==> src/rtl/if_id_buffer.sv <==
// Fetch-to-decode pipeline register: splits the 64-bit fetch bundle into decode fields and
// joins an opcode word and the immediate word that follows it into one decode instruction.
module if_id_buffer #(
    parameter logic [15:0] NOP_WORD = 16'h0000
) (
    input  logic        Clk,
    input  logic        Rst,
    input  logic [63:0] In,
    input  logic        Stall,
    input  logic        Flush,
    output logic        Out_Valid,
    output logic [15:0] Out_Instr,
    output logic [15:0] Out_Imm,
    output logic [31:0] Out_PC,
    output logic [15:0] Out_Side,
    output logic        dbg_state
);

    typedef enum logic {
        WORD0 = 1'b0,
        WORD1 = 1'b1
    } state_t;

    state_t      state, state_nxt;
    logic [15:0] hold_instr, hold_instr_nxt;
    logic [15:0] hold_side, hold_side_nxt;
    logic        valid_nxt;
    logic [15:0] instr_nxt, imm_nxt, side_nxt;
    logic [31:0] pc_nxt;

    // Out_Valid qualifies Out_* on every cycle. There is no ready input: decode
    // cannot refuse a word, and back-pressure arrives only through Stall.
    assign dbg_state = state;

    always_ff @(posedge Clk or posedge Rst) begin
        if (Rst) begin
            state      <= WORD0;
            hold_instr <= 16'h0000;
            hold_side  <= 16'h0000;
            Out_Valid  <= 1'b0;
            Out_Instr  <= NOP_WORD;
            Out_Imm    <= 16'h0000;
            Out_PC     <= 32'h0000_0000;
            Out_Side   <= 16'h0000;
        end else begin
            state      <= state_nxt;
            hold_instr <= hold_instr_nxt;
            hold_side  <= hold_side_nxt;
            Out_Valid  <= valid_nxt;
            Out_Instr  <= instr_nxt;
            Out_Imm    <= imm_nxt;
            Out_PC     <= pc_nxt;
            Out_Side   <= side_nxt;
        end
    end

    always_comb begin
        state_nxt      = state;
        hold_instr_nxt = hold_instr;
        hold_side_nxt  = hold_side;
        valid_nxt      = Out_Valid;
        instr_nxt      = Out_Instr;
        imm_nxt        = Out_Imm;
        pc_nxt         = Out_PC;
        side_nxt       = Out_Side;

        if (Flush) begin
            state_nxt      = WORD0;
            hold_instr_nxt = 16'h0000;
            hold_side_nxt  = 16'h0000;
            valid_nxt      = 1'b0;
            instr_nxt      = NOP_WORD;
            imm_nxt        = 16'h0000;
            pc_nxt         = 32'h0000_0000;
            side_nxt       = 16'h0000;
        end else if (!Stall) begin
            case (state)
                WORD0: begin
                    if (In[15]) begin
                        // Opcode of a two-word instruction: park it and emit a bubble.
                        state_nxt      = WORD1;
                        hold_instr_nxt = In[15:0];
                        hold_side_nxt  = In[63:48];
                        valid_nxt      = 1'b0;
                        instr_nxt      = NOP_WORD;
                        imm_nxt        = 16'h0000;
                        pc_nxt         = 32'h0000_0000;
                        side_nxt       = 16'h0000;
                    end else begin
                        valid_nxt = 1'b1;
                        instr_nxt = In[15:0];
                        imm_nxt   = 16'h0000;
                        pc_nxt    = In[47:16];
                        side_nxt  = In[63:48];
                    end
                end
                WORD1: begin
                    // Bit 15 here belongs to the immediate and is never decoded.
                    state_nxt = WORD0;
                    valid_nxt = 1'b1;
                    instr_nxt = hold_instr;
                    imm_nxt   = In[15:0];
                    pc_nxt    = In[47:16];
                    side_nxt  = hold_side;
                end
                default: state_nxt = WORD0;
            endcase
        end
    end

endmodule

==> config.mk <==
export PLATFORM = sky130hd
export DESIGN_NAME = if_id_buffer
export DESIGN_NICKNAME = d
export VERILOG_FILES = /design/src/rtl/if_id_buffer.sv
export SDC_FILE = /design/constraint.sdc
export NUM_CORES = 1
export LEC_CHECK = 0
export CELL_PAD_IN_SITES_DETAIL_PLACEMENT = 2
export CELL_PAD_IN_SITES_GLOBAL_PLACEMENT = 2
export CORE_MARGIN = 4
export CORE_UTILIZATION = 31
export CTS_CLUSTER_DIAMETER = 30
export DETAILED_ROUTE_END_ITERATION = 7
export GPL_TIMING_DRIVEN = 0
export PLACE_DENSITY_LB_ADDON = 0.1
export SLEW_MARGIN = 40
export SYNTH_ARGS = -nofsm -noshare
export SYNTH_HDL_FRONTEND = slang
export SYNTH_SLANG_ARGS = --single-unit
export TNS_END_PERCENT = 20
==> constraint.sdc <==
create_clock -name Clk -period 4.9 [get_ports Clk]
set_clock_uncertainty 0.1 [all_clocks]
set_input_delay 0.98 -clock Clk [delete_from_list [all_inputs] [get_ports Clk]]
set_output_delay 0.98 -clock Clk [all_outputs]
set_load 0.02 [all_outputs]
==> summary.txt <==
Placement
  – Placement Setup Slack: 2.09 ns
  – Cells after DPL: 739
  – RePlAce Congestion: 0.731
  – I/O Buffers: 148
  – Post-DP Area: 6850 um^2
  – DP Wirelength: 11600 um

Final layout
  – Share of post-route cells with drive strength above 1: 11.8%
  – Post-route cell area: 7410 um^2
  – FILL cells: 1587
  – Post-Layout Cell Count: 769
  – Antenna Diode Count: 0
  – Fin nets: 610
  – Area grow syn2layout: 46.4%
  – Final core utilization: 46.5%

Worst hold path
  – Type of the worst min-delay path: flip-flop to flip-flop
  – Worst hold stages: 1

Die
  – Core area: 15900 um^2
  – Die height: 136 um
  – # rows: 46
  – Die Wd: 136 um
  – Die area: 18400 um^2
  – Ports: 150
  – Initial Utilization: 31.8%

Clock network
  – Worst-path clk slew: 0.05 ns
  – Clock sinks: 114
  – Clk buf depth: 2
  – Hold bufs inserted after CTS: 0
  – Worst-Skew Late Latency: 0.42 ns
  – CTS tree: done
  – CTS Buf Count: 17
  – Setup Fix Bufs, Post-CTS: 0
  – CTS H-Tree Depth: 4
  – Root buffer cell: clkbuf_16
  – Post_cts resized: 0

Detailed routing
  – Vias: 3926
  – Vias per cell: 5.11
  – Drt pass-1 iters: 4
  – Drt initial violations: 137
  – Post-route ant nets: 0
  – Wirelength, routed: 16500 um
  – DRC: 0
  – WL per Instance: 21.4 um

Status
  – Status: finished clean

GRT
  – Initial antenna violation count: 0
  – Vias in the first global route: 4497
  – Largest net degree at the start of global routing: 75
  – Global route total overflow: 0
  – First-pass GRT wire length: 26200 um
  – GRT Resource Usage Total: 18.6%

Synth
  – Top-count cell post-synth: dfrtp_1
  – Top FF cell, synth: dfrtp_1
  – Top cell type's share of synthesized area: 56.3%
  – Yosys reg bits: 114
  – Synthesized area per cell: 13.5 um^2
  – Ys async rst share: 100%
  – Commonest cells post-synth: 114 x dfrtp_1, 63 x nand2b_1, 32 x a32o_1
  – Seq/Total Area, Yosys: 56.3%
  – Post-synth EDFFs: 0
  – Area contributors post-synth: dfrtp_1 56%, nand2b_1 7.8%, a32o_1 6.3%
  – Syn Inst Count: 374
  – Distinct cell type count after synthesis: 21
  – Net Count, Synth: 442
  – Largest area contributor in the netlist: dfrtp_1
  – Yosys warns: 0
  – Synth Cell Area: 5060 um^2

Power and ir drop
  – Total power draw: 2.53 mW
  – Power Dens Cells: 341 nW/um^2
  – LEAKAGE: 3.10 nW
  – VDD IR-drop max: 0.252 mV

STA
  – Final worst-path cycle share: 51.4%
  – Slew Limit Fails: 0
  – Hold_ws: 0.385 ns
  – Final setup fails: 0
  – Worst slew pin tran: 0.566 ns
  – Fin. Hold Viols: 0
  – Unrepaired setup endpoints after global routing: no
  – Rel. slew slack: 62.3%
  – Period minus WS final: 2.52 ns
  – F_max: 397 MHz
  – PnR worst setup slack: 2.38 ns
  – Setup_tns: 0 ns

Critical path
  – Worst Setup End Kind: output pin
  – CP Data Arrival Time: 1.44 ns
  – Worst path depth: 1
  – CP startpoint kind: flip-flop
  – CP max FO: 2
  – Critical path type: flip-flop to output pin
  – R2R depth: 4
  – CP bufs+invs: 1
  – Critical-path cell list: clkdlybuf4s50_1
  – CP max stage delay: 0.65 ns
  – Critical Path RT: 3.82 ns
  – Crit-path slowest cell: clkdlybuf4s50_1
  – Cell family with most CP delay: buffers and inverters

Flow run
  – Max-cap violations: 0
==> routing by layer <==
metal	global-route usage, %	vias up	wire [um]
li1	-	1761	-
met1	24.3	2017	7320
met2	30.6	130	7950
met3	4.01	18	973
met4	6.33	0	225
met5	0	-	0
==> worst paths after layout <==
check	from	to	slack, ns
worst max-delay path	Out_Instr[3]$_DFFE_PP0P_	Out_Instr[3]	2.38
worst min-delay path	Out_PC[20]$_DFFE_PP0P_	Out_PC[20]$_DFFE_PP0P_	0.39
worst max register to register	dbg_state$_DFFE_PP0P_	Out_Instr[8]$_DFFE_PP0P_	3.26
worst min register to register	Out_PC[20]$_DFFE_PP0P_	Out_PC[20]$_DFFE_PP0P_	0.39
max in group asynchronous	Rst	Out_Instr[15]$_DFFE_PP0P_	3.17
min in group asynchronous	Rst	Out_PC[26]$_DFFE_PP0P_	0.91
==> kinds of logic after synthesis <==
| logic type | count (synthesis) | share of synthesized area [%] |
|---|---|---|
| flops | 114 | 56.3 |
| compound gates | 82 | 15.7 |
| buf+inv | 44 | 6.03 |
| mux | 31 | 6.13 |
| simple gates | 103 | 15.8 |
==> cell usage in the layout, fill, tap and decap left out <==
master and n:
a21oi_2 2, a221o_1 31, a22o_1 17, a32o_1 32, buf_16 1, buf_2 13, buf_4 1, buf_6 16
bufinv_16 2, clkbuf_1 16, clkbuf_16 17, clkbuf_8 3, clkdlybuf4s50_1 148, clkinv_2 4, dfrtp_1 114, inv_1 1
inv_8 1, mux2i_1 31, nand2_1 1, nand2b_1 63, nor2_1 1, nor2b_1 2, nor3_2 1, nor3b_2 1
nor3b_4 1, nor4_4 1, nor4bb_1 31, or3b_4 1
==> where the power goes <==
group | total, mW | switching (mW) | internal [mW]
clock network | 1.20 | 0.421 | 0.778
registers | 1.00 | 0.0224 | 0.981
logic | 0.326 | 0.164 | 0.162
==> state kept, by name, summed over array words and instances (netlist names) <==
signal      flops
Out_PC         32
Out_Imm        16
Out_Instr      16
Out_Side       16
hold_instr     16
hold_side      16
Out_Valid       1
dbg_state       1
==> final cells by class <==
| cell class | count | area, um^2 | area share [%] |
|---|---|---|---|
| multi-input combinational | 216 | 1910 | 25.7 |
| tap | 216 | 270 | 3.65 |
| buffer | 42 | 298 | 4.02 |
| timing repair buffer | 149 | 1510 | 20.4 |
| clock inverter | 6 | 80.1 | 1.08 |
| clock buffer | 24 | 482 | 6.50 |
| sequential | 114 | 2850 | 38.5 |
| inverter | 2 | 15.0 | 0.203 |
No activity file was read; power rests on OpenSTA's default activity.
